### config.mk
export PLATFORM = sky130hd
export DESIGN_NAME = qkv_proj_scheduler_flat
export DESIGN_NICKNAME = d
export VERILOG_FILES = /design/src/rtl/qkv_proj_scheduler_if.sv /design/src/rtl/qkv_proj_scheduler.sv /design/src/flat_wrapper.sv
export SDC_FILE = /design/constraint.sdc
export NUM_CORES = 1
export LEC_CHECK = 0
export BUFFER_PORTS_ARGS = -buffer_cell sky130_fd_sc_hd__buf_2
export CAP_MARGIN = 20
export CORE_MARGIN = 8
export CORE_UTILIZATION = 54
export DETAILED_ROUTE_END_ITERATION = 12
export PLACE_DENSITY = 0.77
export SETUP_SLACK_MARGIN = 0.2
export SYNTH_ARGS = -nofsm -noshare
export SYNTH_HDL_FRONTEND = slang
export SYNTH_SLANG_ARGS = --single-unit
export TNS_END_PERCENT = 1
### constraint.sdc
create_clock -name clk -period 6.51 [get_ports clk]
set_clock_uncertainty 0.15 [all_clocks]
set_input_delay 1.302 -clock clk [delete_from_list [all_inputs] [get_ports clk]]
set_output_delay 1.302 -clock clk [all_outputs]
set_load 0.02 [all_outputs]
### src/rtl/qkv_proj_scheduler_if.sv
// qkv_proj_scheduler_if: control and SRAM/PE bus of the QKV projection scheduler.
//
// Signals
//   start, cfg_tokens, cfg_channel, stall  : pass request and flow control (controller side)
//   busy, done, err                         : pass status
//   pe_en, is_wt                            : PE array control
//   wt_rd_en/wt_addr, patch_rd_en/patch_addr: weight and patch SRAM reads
//   acc_rd_en/acc_rd_addr, acc_wr_en/acc_wr_addr, acc_first : accumulation SRAM
//   group_idx                               : current channel group
//   perf_busy_cyc, perf_stall_cyc           : performance counters (zero unless enabled)
//
// Modports
//   master : the controller that issues passes and observes the schedule
//   slave  : the scheduler itself
interface qkv_proj_scheduler_if #(
    parameter int unsigned TOK_W  = 10,
    parameter int unsigned CH_W   = 9,
    parameter int unsigned ADDR_W = 16
);
    logic              start;
    logic [TOK_W-1:0]  cfg_tokens;
    logic [CH_W-1:0]   cfg_channel;
    logic              stall;
    logic              busy;
    logic              done;
    logic              err;
    logic              pe_en;
    logic              is_wt;
    logic              wt_rd_en;
    logic [ADDR_W-1:0] wt_addr;
    logic              patch_rd_en;
    logic [ADDR_W-1:0] patch_addr;
    logic              acc_rd_en;
    logic [ADDR_W-1:0] acc_rd_addr;
    logic              acc_wr_en;
    logic [ADDR_W-1:0] acc_wr_addr;
    logic              acc_first;
    logic [CH_W-1:0]   group_idx;
    logic [31:0]       perf_busy_cyc;
    logic [31:0]       perf_stall_cyc;

    modport master (
        output start, cfg_tokens, cfg_channel, stall,
        input  busy, done, err, pe_en, is_wt, wt_rd_en, wt_addr, patch_rd_en, patch_addr,
               acc_rd_en, acc_rd_addr, acc_wr_en, acc_wr_addr, acc_first, group_idx,
               perf_busy_cyc, perf_stall_cyc
    );

    modport slave (
        input  start, cfg_tokens, cfg_channel, stall,
        output busy, done, err, pe_en, is_wt, wt_rd_en, wt_addr, patch_rd_en, patch_addr,
               acc_rd_en, acc_rd_addr, acc_wr_en, acc_wr_addr, acc_first, group_idx,
               perf_busy_cyc, perf_stall_cyc
    );
endinterface

### src/rtl/qkv_proj_scheduler.sv
// qkv_proj_scheduler: sequencer for the QKV projection stage of an encoder block.
//
// For each channel group g (DEPTH input channels) it loads DEPTH weight rows, streams
// cfg_tokens patch rows through the PE array, then drains the PE pipeline while the
// accumulation SRAM is read (groups > 0) and written for every token.
//
// Ports
//   clk    : clock
//   reset  : asynchronous active-low reset; aborts any pass without a done pulse
//   bus    : qkv_proj_scheduler_if.slave (start/cfg/stall in; status, PE control,
//            SRAM addressing, group index and perf counters out)
//
// Optional feature: define QKV_SCHED_PERF_EN to enable the busy/stall cycle counters.
// Without it perf_busy_cyc and perf_stall_cyc are tied to zero.
module qkv_proj_scheduler #(
    parameter int unsigned DEPTH  = 4,
    parameter int unsigned LAT    = 19,
    parameter int unsigned TOK_W  = 10,
    parameter int unsigned CH_W   = 9,
    parameter int unsigned ADDR_W = 16
) (
    input logic                 clk,
    input logic                 reset,
    qkv_proj_scheduler_if.slave bus
);

    localparam int unsigned KW = (DEPTH > 1) ? $clog2(DEPTH) : 1;
    localparam int unsigned DW = $clog2(LAT + 2);

    typedef enum logic [2:0] {
        StIdle,
        StWtLoad,
        StFeat,
        StDrain,
        StFin
    } state_e;

    state_e            state_q, state_d;
    logic [TOK_W-1:0]  tokens_q, tokens_d;
    logic [CH_W-1:0]   groups_q, groups_d;
    logic [CH_W-1:0]   g_q, g_d;
    logic [KW-1:0]     k_q, k_d;
    logic [TOK_W-1:0]  t_q, t_d;
    logic [DW-1:0]     d_q, d_d;
    logic              err_q, err_d;

    // Stall only freezes the schedule once a pass has been accepted.
    logic hold;
    logic cfg_bad;
    logic busy_int;

    assign hold     = bus.stall && (state_q != StIdle);
    assign busy_int = (state_q == StWtLoad) || (state_q == StFeat) || (state_q == StDrain);
    assign cfg_bad  = (bus.cfg_tokens == '0) || (bus.cfg_channel == '0) ||
                      ((bus.cfg_channel % CH_W'(DEPTH)) != '0);

    // ------------------------------------------------------------------------
    // FSM next state and counters
    // ------------------------------------------------------------------------
    always_comb begin
        state_d  = state_q;
        tokens_d = tokens_q;
        groups_d = groups_q;
        g_d      = g_q;
        k_d      = k_q;
        t_d      = t_q;
        d_d      = d_q;
        err_d    = err_q;

        unique case (state_q)
            StIdle: begin
                if (bus.start) begin
                    tokens_d = bus.cfg_tokens;
                    groups_d = bus.cfg_channel / CH_W'(DEPTH);
                    err_d    = cfg_bad;
                    g_d      = '0;
                    k_d      = '0;
                    t_d      = '0;
                    d_d      = '0;
                    state_d  = cfg_bad ? StFin : StWtLoad;
                end
            end
            StWtLoad: begin
                if (!hold) begin
                    if (k_q == KW'(DEPTH - 1)) begin
                        t_d     = '0;
                        state_d = StFeat;
                    end else begin
                        k_d = k_q + 1'b1;
                    end
                end
            end
            StFeat: begin
                if (!hold) begin
                    if (t_q == TOK_W'(tokens_q - 1'b1)) begin
                        d_d     = '0;
                        state_d = StDrain;
                    end else begin
                        t_d = t_q + 1'b1;
                    end
                end
            end
            StDrain: begin
                // LAT+1 cycles: the last token's write lands in the final one.
                if (!hold) begin
                    if (d_q == DW'(LAT)) begin
                        if (g_q == CH_W'(groups_q - 1'b1)) begin
                            state_d = StFin;
                        end else begin
                            g_d     = g_q + 1'b1;
                            k_d     = '0;
                            state_d = StWtLoad;
                        end
                    end else begin
                        d_d = d_q + 1'b1;
                    end
                end
            end
            StFin: begin
                if (!hold) begin
                    state_d = StIdle;
                end
            end
            default: state_d = StIdle;
        endcase
    end

    always_ff @(posedge clk or negedge reset) begin
        if (!reset) begin
            state_q  <= StIdle;
            tokens_q <= '0;
            groups_q <= '0;
            g_q      <= '0;
            k_q      <= '0;
            t_q      <= '0;
            d_q      <= '0;
            err_q    <= 1'b0;
        end else begin
            state_q  <= state_d;
            tokens_q <= tokens_d;
            groups_q <= groups_d;
            g_q      <= g_d;
            k_q      <= k_d;
            t_q      <= t_d;
            d_q      <= d_d;
            err_q    <= err_d;
        end
    end

    // ------------------------------------------------------------------------
    // Accumulation delay line: tracks each patch read until the PE result is valid
    // (LAT stages), plus one more stage for the read-modify-write of the accumulator.
    // ------------------------------------------------------------------------
    logic [LAT-1:0]   dl_vld_q;
    logic [LAT-1:0]   dl_first_q;
    logic [TOK_W-1:0] dl_tok_q [LAT];
    logic             wr_vld_q;
    logic             wr_first_q;
    logic [TOK_W-1:0] wr_tok_q;
    logic             feed_vld;

    assign feed_vld = (state_q == StFeat);

    always_ff @(posedge clk or negedge reset) begin
        if (!reset) begin
            dl_vld_q   <= '0;
            dl_first_q <= '0;
            for (int i = 0; i < int'(LAT); i++) begin
                dl_tok_q[i] <= '0;
            end
            wr_vld_q   <= 1'b0;
            wr_first_q <= 1'b0;
            wr_tok_q   <= '0;
        end else if (!hold) begin
            dl_vld_q    <= {dl_vld_q[LAT-2:0], feed_vld};
            dl_first_q  <= {dl_first_q[LAT-2:0], (g_q == '0)};
            dl_tok_q[0] <= t_q;
            for (int i = 1; i < int'(LAT); i++) begin
                dl_tok_q[i] <= dl_tok_q[i-1];
            end
            wr_vld_q   <= dl_vld_q[LAT-1];
            wr_first_q <= dl_first_q[LAT-1];
            wr_tok_q   <= dl_tok_q[LAT-1];
        end
    end

    // ------------------------------------------------------------------------
    // Outputs
    // ------------------------------------------------------------------------
    assign bus.busy        = busy_int;
    assign bus.done        = (state_q == StFin);
    assign bus.err         = err_q;
    assign bus.pe_en       = busy_int && !bus.stall;
    assign bus.is_wt       = (state_q == StWtLoad);
    assign bus.group_idx   = g_q;

    assign bus.wt_rd_en    = (state_q == StWtLoad) && !bus.stall;
    assign bus.wt_addr     = ADDR_W'(g_q) * ADDR_W'(DEPTH) + ADDR_W'(k_q);

    // Channel-group-major patch layout: group g occupies rows g*T .. g*T+T-1.
    assign bus.patch_rd_en = (state_q == StFeat) && !bus.stall;
    assign bus.patch_addr  = ADDR_W'(g_q) * ADDR_W'(tokens_q) + ADDR_W'(t_q);

    // Group 0 writes the PE result straight through, so it never reads the accumulator.
    assign bus.acc_rd_en   = dl_vld_q[LAT-1] && !dl_first_q[LAT-1] && !hold;
    assign bus.acc_rd_addr = ADDR_W'(dl_tok_q[LAT-1]);
    assign bus.acc_wr_en   = wr_vld_q && !hold;
    assign bus.acc_wr_addr = ADDR_W'(wr_tok_q);
    assign bus.acc_first   = wr_vld_q && wr_first_q;

    // ------------------------------------------------------------------------
    // Performance counters
    // ------------------------------------------------------------------------
`ifdef QKV_SCHED_PERF_EN
    logic [31:0] perf_busy_q;
    logic [31:0] perf_stall_q;
    logic        start_acc;

    assign start_acc = bus.start && (state_q == StIdle);

    always_ff @(posedge clk or negedge reset) begin
        if (!reset) begin
            perf_busy_q  <= '0;
            perf_stall_q <= '0;
        end else if (start_acc) begin
            perf_busy_q  <= '0;
            perf_stall_q <= '0;
        end else begin
            if (busy_int && (perf_busy_q != '1)) begin
                perf_busy_q <= perf_busy_q + 1'b1;
            end
            if (busy_int && bus.stall && (perf_stall_q != '1)) begin
                perf_stall_q <= perf_stall_q + 1'b1;
            end
        end
    end

    assign bus.perf_busy_cyc  = perf_busy_q;
    assign bus.perf_stall_cyc = perf_stall_q;
`else
    assign bus.perf_busy_cyc  = '0;
    assign bus.perf_stall_cyc = '0;
`endif

endmodule
### src/flat_wrapper.sv
// flat-port wrapper written by rule: the top's interface ports become plain ports
module qkv_proj_scheduler_flat 
#(
    parameter int unsigned DEPTH  = 4,
    parameter int unsigned LAT    = 19,
    parameter int unsigned TOK_W  = 10,
    parameter int unsigned CH_W   = 9,
    parameter int unsigned ADDR_W = 16
)
  (clk, reset, bus_start, bus_cfg_tokens, bus_cfg_channel, bus_stall, bus_busy, bus_done, bus_err, bus_pe_en, bus_is_wt, bus_wt_rd_en, bus_wt_addr, bus_patch_rd_en, bus_patch_addr, bus_acc_rd_en, bus_acc_rd_addr, bus_acc_wr_en, bus_acc_wr_addr, bus_acc_first, bus_group_idx, bus_perf_busy_cyc, bus_perf_stall_cyc);
  qkv_proj_scheduler_if #(.TOK_W(TOK_W), .CH_W(CH_W), .ADDR_W(ADDR_W)) bus_i ();
  input logic clk;
  input logic reset;
  input wire logic [$bits(bus_i.start)-1:0] bus_start;
  input wire logic [$bits(bus_i.cfg_tokens)-1:0] bus_cfg_tokens;
  input wire logic [$bits(bus_i.cfg_channel)-1:0] bus_cfg_channel;
  input wire logic [$bits(bus_i.stall)-1:0] bus_stall;
  output wire logic [$bits(bus_i.busy)-1:0] bus_busy;
  output wire logic [$bits(bus_i.done)-1:0] bus_done;
  output wire logic [$bits(bus_i.err)-1:0] bus_err;
  output wire logic [$bits(bus_i.pe_en)-1:0] bus_pe_en;
  output wire logic [$bits(bus_i.is_wt)-1:0] bus_is_wt;
  output wire logic [$bits(bus_i.wt_rd_en)-1:0] bus_wt_rd_en;
  output wire logic [$bits(bus_i.wt_addr)-1:0] bus_wt_addr;
  output wire logic [$bits(bus_i.patch_rd_en)-1:0] bus_patch_rd_en;
  output wire logic [$bits(bus_i.patch_addr)-1:0] bus_patch_addr;
  output wire logic [$bits(bus_i.acc_rd_en)-1:0] bus_acc_rd_en;
  output wire logic [$bits(bus_i.acc_rd_addr)-1:0] bus_acc_rd_addr;
  output wire logic [$bits(bus_i.acc_wr_en)-1:0] bus_acc_wr_en;
  output wire logic [$bits(bus_i.acc_wr_addr)-1:0] bus_acc_wr_addr;
  output wire logic [$bits(bus_i.acc_first)-1:0] bus_acc_first;
  output wire logic [$bits(bus_i.group_idx)-1:0] bus_group_idx;
  output wire logic [$bits(bus_i.perf_busy_cyc)-1:0] bus_perf_busy_cyc;
  output wire logic [$bits(bus_i.perf_stall_cyc)-1:0] bus_perf_stall_cyc;
  assign bus_i.start = bus_start;
  assign bus_i.cfg_tokens = bus_cfg_tokens;
  assign bus_i.cfg_channel = bus_cfg_channel;
  assign bus_i.stall = bus_stall;
  assign bus_busy = bus_i.busy;
  assign bus_done = bus_i.done;
  assign bus_err = bus_i.err;
  assign bus_pe_en = bus_i.pe_en;
  assign bus_is_wt = bus_i.is_wt;
  assign bus_wt_rd_en = bus_i.wt_rd_en;
  assign bus_wt_addr = bus_i.wt_addr;
  assign bus_patch_rd_en = bus_i.patch_rd_en;
  assign bus_patch_addr = bus_i.patch_addr;
  assign bus_acc_rd_en = bus_i.acc_rd_en;
  assign bus_acc_rd_addr = bus_i.acc_rd_addr;
  assign bus_acc_wr_en = bus_i.acc_wr_en;
  assign bus_acc_wr_addr = bus_i.acc_wr_addr;
  assign bus_acc_first = bus_i.acc_first;
  assign bus_group_idx = bus_i.group_idx;
  assign bus_perf_busy_cyc = bus_i.perf_busy_cyc;
  assign bus_perf_stall_cyc = bus_i.perf_stall_cyc;
  qkv_proj_scheduler #(.DEPTH(DEPTH), .LAT(LAT), .TOK_W(TOK_W), .CH_W(CH_W), .ADDR_W(ADDR_W)) u_core (.clk(clk), .reset(reset), .bus(bus_i));
endmodule
==> reports/metrics.yaml, run 1 <==
outcome: "finished with violations"
violations: "setup timing"
critPathKind: "reg -> out"
endpoint_kind: "output port"
cts_buffers: 29
syn-cell-area_um2: 15700
synth_top_area_share_pct: 45.6
clock.fmax_mhz: 146
crit_chain: "buf_4 > buf_4 > nand2_1 > fa_1 > fa_1 > fa_1 > fa_1 > inv_1 > fa_1 > ha_4 > and2_4 > a31o_4 > a211o_1 > a31o_2 > a21oi_4 > xnor2_2 > buf_4"
cp_max_fo: 5
startpoint_type: "register"
hold_class: "reg -> reg"
track_usage_pct: 18.2
drcViolationCount: 0
htree_levels: 1
syn_area_per_cell_um2: 8.60
die_h_um: 187
gp_congestion: 0.886
syn_inst: 1830
clkTransAtPathRegs_ns: 0.06
gr-total-overflow: 0
final_area_um2: 17400
ys_ff_latch: 287
dr.pass1.iters: 5
fin_crit_sh_pct: 105
tightest_slew_ns: 1.14
clock_sinks: 287
dieArea_um2: 34900
dp_hpwl_mm: 22.0
vias: 11502
hold_buffers: 0
final_cell_count_no_fill: 2284
final_hold_viol_count: 0
drive_gt1_share_pct: 11.9
worstPathRequired_ns: 5.06
rsz0062_at_grt: "yes"
placed_cell_area_um2: 16200
cp.arrival_ns: 5.41
cts_tree: "built"
slew_violations: 0
placed_cells: 2224
synth_top_area_cell: "dfrtp_1"
fp-row-count: 62
grt_pass1_vias: 11563
ys_top_cells_by_area: "dfrtp_1 (46%), nand2_1 (19%), fa_1 (7.8%)"
fp.dieW_um: 187
diodes: 0
viasPerCell: 5.04
finalSetupViolations: 4
critPathSlowestCell: "fa_1"
yosys-top-cells-count: "nand2_1 (815), dfrtp_1 (287), buf_4 (100)"
antenna_found_initial: 0
root_buffer: "clkbuf_16"
cp_common_cell: "fa_1"
yosysUniqueCellTypes: 65
area_growth_pct: 10.9
core_area_um2: 28700
max_cap_violations: 0
slew_headroom_pct: 23.8
drt_iter0_markers: 1105
fin_ws_ns: -0.352
grt_pass1_wl_mm: 55.2
clockBufferDepth: 3
fin_crit_ns: 6.86
multi_input_area_um2: 7610
fillCellCount: 2469
wire_per_inst_um: 14.0
routed_wl_mm: 32.0
grt_max_degree: 249
insertion_delay_ns: 0.55
synth-seq-area-share_pct: 45.6
final_net_count: 2008
ant_nets: 0
yosysWarnings: 0
portBuffers: 88
slowest_delay_ns: 0.55
whs_ns: 0.307
synthArstFlopShare_pct: 100
synth-edff-count: 0
start_util_pct: 54.8
setup_tns_ns: -0.695
yosysMostFrequentCell: "nand2_1"
regArea_um2: 7190
synth_ff_type: "dfrtp_1"
io_pins: 170
## final timing paths
check | startpoint | to | slack (ns) | cells past startpoint
setup / recovery | u_core.bus.group_idx[2]$_DFFE_PN0P_ | bus_patch_addr[14] | -0.35 | 17
hold / removal | u_core.wr_tok_q[2]$_DFFE_PN0N_ | u_core.wr_tok_q[2]$_DFFE_PN0N_ | 0.31 | 2
setup reg to reg | u_core.tokens_q[1]$_DFFE_PN0P_ | u_core.t_q[5]$_DFFE_PN0P_ | 3.11 | 10
hold reg to reg | u_core.wr_tok_q[2]$_DFFE_PN0N_ | u_core.wr_tok_q[2]$_DFFE_PN0N_ | 0.31 | 2
max in group asynchronous | reset | u_core.bus.group_idx[1]$_DFFE_PN0P_ | 4.27 | 2
min in group asynchronous | reset | u_core.dl_tok_q[101]$_DFFE_PN0N_ | 0.61 | 1
## layout by cell type, fill, tap and decap left out, types with 5 or more instances in the layout
cell type and instances:
nor3_1 14, clkinv_2 5, nand3_1 16, nor2_1 29, or3_1 12, and2_1 40, nor2b_1 6, xor2_1 9
nand2b_1 10, conb_1 81, xnor2_1 28, clkbuf_8 9, o21bai_1 5, nand4_1 7, and3_1 7, o211ai_1 5
inv_1 84, nand2_1 813, dfrtp_1 278, a21o_1 6, o21ai_0 32, dfrtp_2 9, clkbuf_1 5, a21oi_1 24
buf_4 38, or4_1 5, nor4_1 7, ha_4 5, buf_2 80, fa_1 61, clkbuf_16 29, ha_1 42
mux2i_1 7
## layer usage
metal / global-route usage (%) / vias to the layer above / part of all wire, %
li1: - / 5632 / -
met1: 23.2 / 5583 / 42
met2: 32.1 / 235 / 52
met3: 2.74 / 52 / 3.8
met4: 4.83 / 0 / 2.3
met5: 0 / - / 0
## what timing repair did
| action | in CTS | in global routing |
|---|---|---|
| gates cloned | 0 | 0 |
| endpoints found under the setup margin | 9 | 9 |
| pin swaps | 4 | 12 |
| setup buffers | 1 | 3 |
| resized for setup | 18 | 13 |
## registers in the layout, summed over array words and instances, names as in the netlist
signal and count:
u_core.k_q 2, u_core.t_q 10, u_core.dl_vld_q 19, u_core.bus.err 1, u_core.wr_first_q 1, u_core.dl_first_q 19
u_core.d_q 5, u_core.state_q 3, u_core.dl_tok_q 180, u_core.bus.acc_rd_addr 10, u_core.groups_q 7, u_core.wr_tok_q 10
u_core.bus.group_idx 9, u_core.wr_vld_q 1, u_core.tokens_q 10
## per-stage QoR
stage | setup slack [ns] | utilization, %
after global placement | 0.136 | 56.6
after CTS | -0.394 | 60.5
after detailed placement | 0.0495 | 56.6
after floorplan | 0.197 | -
after global routing | -0.519 | 60.8
final | -0.352 | 60.8
## critical path, delay by kind of cell (launching register included)
kind,cells,cell delay (ns)
flops,1,0.43
simple gates,2,0.23
xor+xnor,1,0.12
compound gates,4,0.91
buf+inv,4,0.49
fa+ha+maj,6,2.68
## logic make-up after synthesis
| group | share of synthesized area (%) |
|---|---|
| buffers and inverters | 9.00 |
| adder cells (fa/ha/maj) | 11.5 |
| multiplexers | 0.445 |
| other | 0.0238 |
| XOR/XNOR | 2.17 |
| AND/OR/NAND/NOR | 26.1 |
| AO/OA/AOI/OAI | 5.08 |
| flip-flops | 45.6 |
## layout make-up
cell class	instances	area share [%]
multi-input cells	1346	43.6
flip-flops and latches	287	41.2
clock buffers	42	4.96
repair buffers	125	4.51
well taps	384	2.75
inverters	88	1.89
clock inverters	12	1.05
Power of run 1 is not shown: default switching activity piles up to over one toggle a cycle in this logic, so the estimate is an artifact.
==> run 2, diff against run 1 <==
--- a/config.mk
+++ b/config.mk
@@ -11,7 +11,7 @@
 export CORE_UTILIZATION = 54
 export DETAILED_ROUTE_END_ITERATION = 12
 export PLACE_DENSITY = 0.77
-export SETUP_SLACK_MARGIN = 0.2
+export SETUP_SLACK_MARGIN = 0.02
 export SYNTH_ARGS = -nofsm -noshare
 export SYNTH_HDL_FRONTEND = slang
 export SYNTH_SLANG_ARGS = --single-unit
==> run 2 against run 1 <==
Against the previous run:
- the run still ends with setup timing left
- sequential cell count unchanged
- highest routed layer unchanged
- hold slack better by 0.0020 ns
- critical path depth grew 3
==> reports/metrics.yaml, run 2 (synthesis results as in run 1) <==
hold_buffers: 0  # unchanged
dp_hpwl_mm: 21.9  # -0.54%
dieArea_um2: 34900  # unchanged
final_hold_viol_count: 0  # unchanged
core_area_um2: 28700  # unchanged
largest_reg_flops: 180  # unchanged
startpoint_type: "register"
pre_cts_ws_ns: 0.00559  # -0.0440 ns
regArea_um2: 7190  # about the same
rsz0062_at_grt: "yes"
portBuffers: 88  # unchanged
insertion_delay_ns: 0.55  # about the same
final_net_count: 2027  # +0.95%
cp_max_fo: 4  # -1
gp_congestion: 0.883  # -0.33%
tightest_slew_ns: 1.06  # -0.0850 ns
cp.arrival_ns: 5.34  # -0.07 ns
multi_input_area_um2: 7650  # +0.54%
slew_violations: 0  # unchanged
final_common_cell: "nand2_1"
worstPathRequired_ns: 5.06  # about the same
clockBufferDepth: 3  # unchanged
dr.pass1.iters: 6  # +1
reg_top3: "u_core.dl_tok_q x180, u_core.dl_first_q x19, u_core.dl_vld_q x19"
die_h_um: 187  # unchanged
htree_levels: 1  # unchanged
setup_tns_ns: -0.649  # +0.0469 ns
grt_max_degree: 232  # -6.8%
violations: "setup timing"
fp.dieW_um: 187  # unchanged
placed_cell_area_um2: 16200  # about the same
critPathKind: "reg -> out"
grt_pass1_vias: 11644  # +0.70%
fin_crit_sh_pct: 104  # -1.1 points
grt_pass1_wl_mm: 54.9  # -0.44%
viasPerCell: 5.02  # -0.38%
diodes: 0  # unchanged
finalSetupViolations: 3  # -1
cts_buffers: 29  # unchanged
routed_wl_mm: 31.6  # -1.1%
outcome: "finished with violations"
area_growth_pct: 11.7
antenna_found_initial: 0  # unchanged
fp-row-count: 62  # unchanged
max_cap_violations: 0  # unchanged
grt.met3_usage_pct: 2.48  # -0.26 points
vias: 11543  # +0.36%
fin_ws_ns: -0.280  # +0.0717 ns
fin_crit_ns: 6.79  # -0.0717 ns
drive_gt1_share_pct: 12.9  # +0.99 points
slew_headroom_pct: 28.9  # +5.1 points
endpoint_kind: "output port"
clock_sinks: 287  # unchanged
drt_iter0_markers: 994  # -10%
use_met2_pct: 31.9  # -0.25 points
layout_common_cells: "nand2_1 (813), dfrtp_1 (280), inv_1 (85)"
clkTransAtPathRegs_ns: 0.06  # about the same
final_core_util_pct: 61.2  # +0.47 points
final_area_um2: 17600  # +0.78%
grt-busiest-layer: "met2"
wire_per_inst_um: 13.8  # -1.9%
cts_tree: "built"
gr-total-overflow: 0  # unchanged
track_usage_pct: 18.1  # -0.094 points
hold_class: "reg -> reg"
io_pins: 170  # unchanged
clock.fmax_mhz: 147  # +1.1%
regMostFlops: "u_core.dl_tok_q"
grtUsageMet1_pct: 23.3  # +0.15 points
drcViolationCount: 0  # unchanged
ant_nets: 0  # unchanged
fillCellCount: 2453  # -0.65%
start_util_pct: 54.8  # unchanged
root_buffer: "clkbuf_16"
run 2: cell type report:
class                           count  area share, %
Clock buffer                       41           4.95
Clock inverter                     11          0.591
Inverter                           88           1.88
Multi-Input combinational cell   1346           43.5
Sequential cell                   287           40.9
Tap cell                          384           2.73
Timing Repair Buffer              144           5.44
run 2: per-layer routing:
metal  share of wire (%)  up-vias  routed length (um)
met3                 4.0       56                1280
li1                    -     5667                   -
met1                  43     5583               13500
met4                 2.3        0                 742
met2                  51      237               16100
met5                   0        -                   0
run 2: through the flow:
step / hold slack (ns) / std cells
after floorplan: 0.281 / 1910
after detailed placement: 0.300 / 2231
after global routing: 0.331 / 2301
final: 0.309 / 2301
after CTS: 0.301 / 2300
after global placement: 0.293 / 2231
run 2: worst paths after layout:
kind                                                     start                              end  slack (ns)  cells past startpoint
hold / removal                  u_core.wr_tok_q[4]$_DFFE_PN0N_   u_core.wr_tok_q[4]$_DFFE_PN0N_        0.31                      2
setup / recovery           u_core.bus.group_idx[0]$_DFFE_PN0P_               bus_patch_addr[15]       -0.28                     20
hold reg to reg                 u_core.wr_tok_q[4]$_DFFE_PN0N_   u_core.wr_tok_q[4]$_DFFE_PN0N_        0.31                      2
setup reg to reg                u_core.tokens_q[0]$_DFFE_PN0P_        u_core.t_q[5]$_DFFE_PN0P_        3.19                     10
min in group asynchronous                                reset  u_core.dl_tok_q[67]$_DFFE_PN0N_        0.67                      1
max in group asynchronous                                reset   u_core.dl_vld_q[6]$_DFFE_PN0N_        4.16                      2
run 2: repair_timing:
item / CTS / global route
setup endpoints to repair: 8 / 7
pin swaps: 30 / 5
gates resized for setup: 39 / 9
setup buffers: 17 / 0
run 2: worst max-delay path: stages, from the launching register on:
cell,delay [ns]
dfrtp_1,0.40
buf_6,0.12
nand2_4,0.04
fa_1,0.52
inv_1,0.05
fa_1,0.50
inv_1,0.06
fa_1,0.49
inv_2,0.04
fa_1,0.52
inv_1,0.05
fa_1,0.49
inv_2,0.05
ha_4,0.23
a21o_1,0.19
a31oi_4,0.18
o211ai_1,0.18
a31o_2,0.25
a21oi_2,0.16
xnor2_2,0.12
buf_4,0.15
Power of run 2 is left out for the same reason.
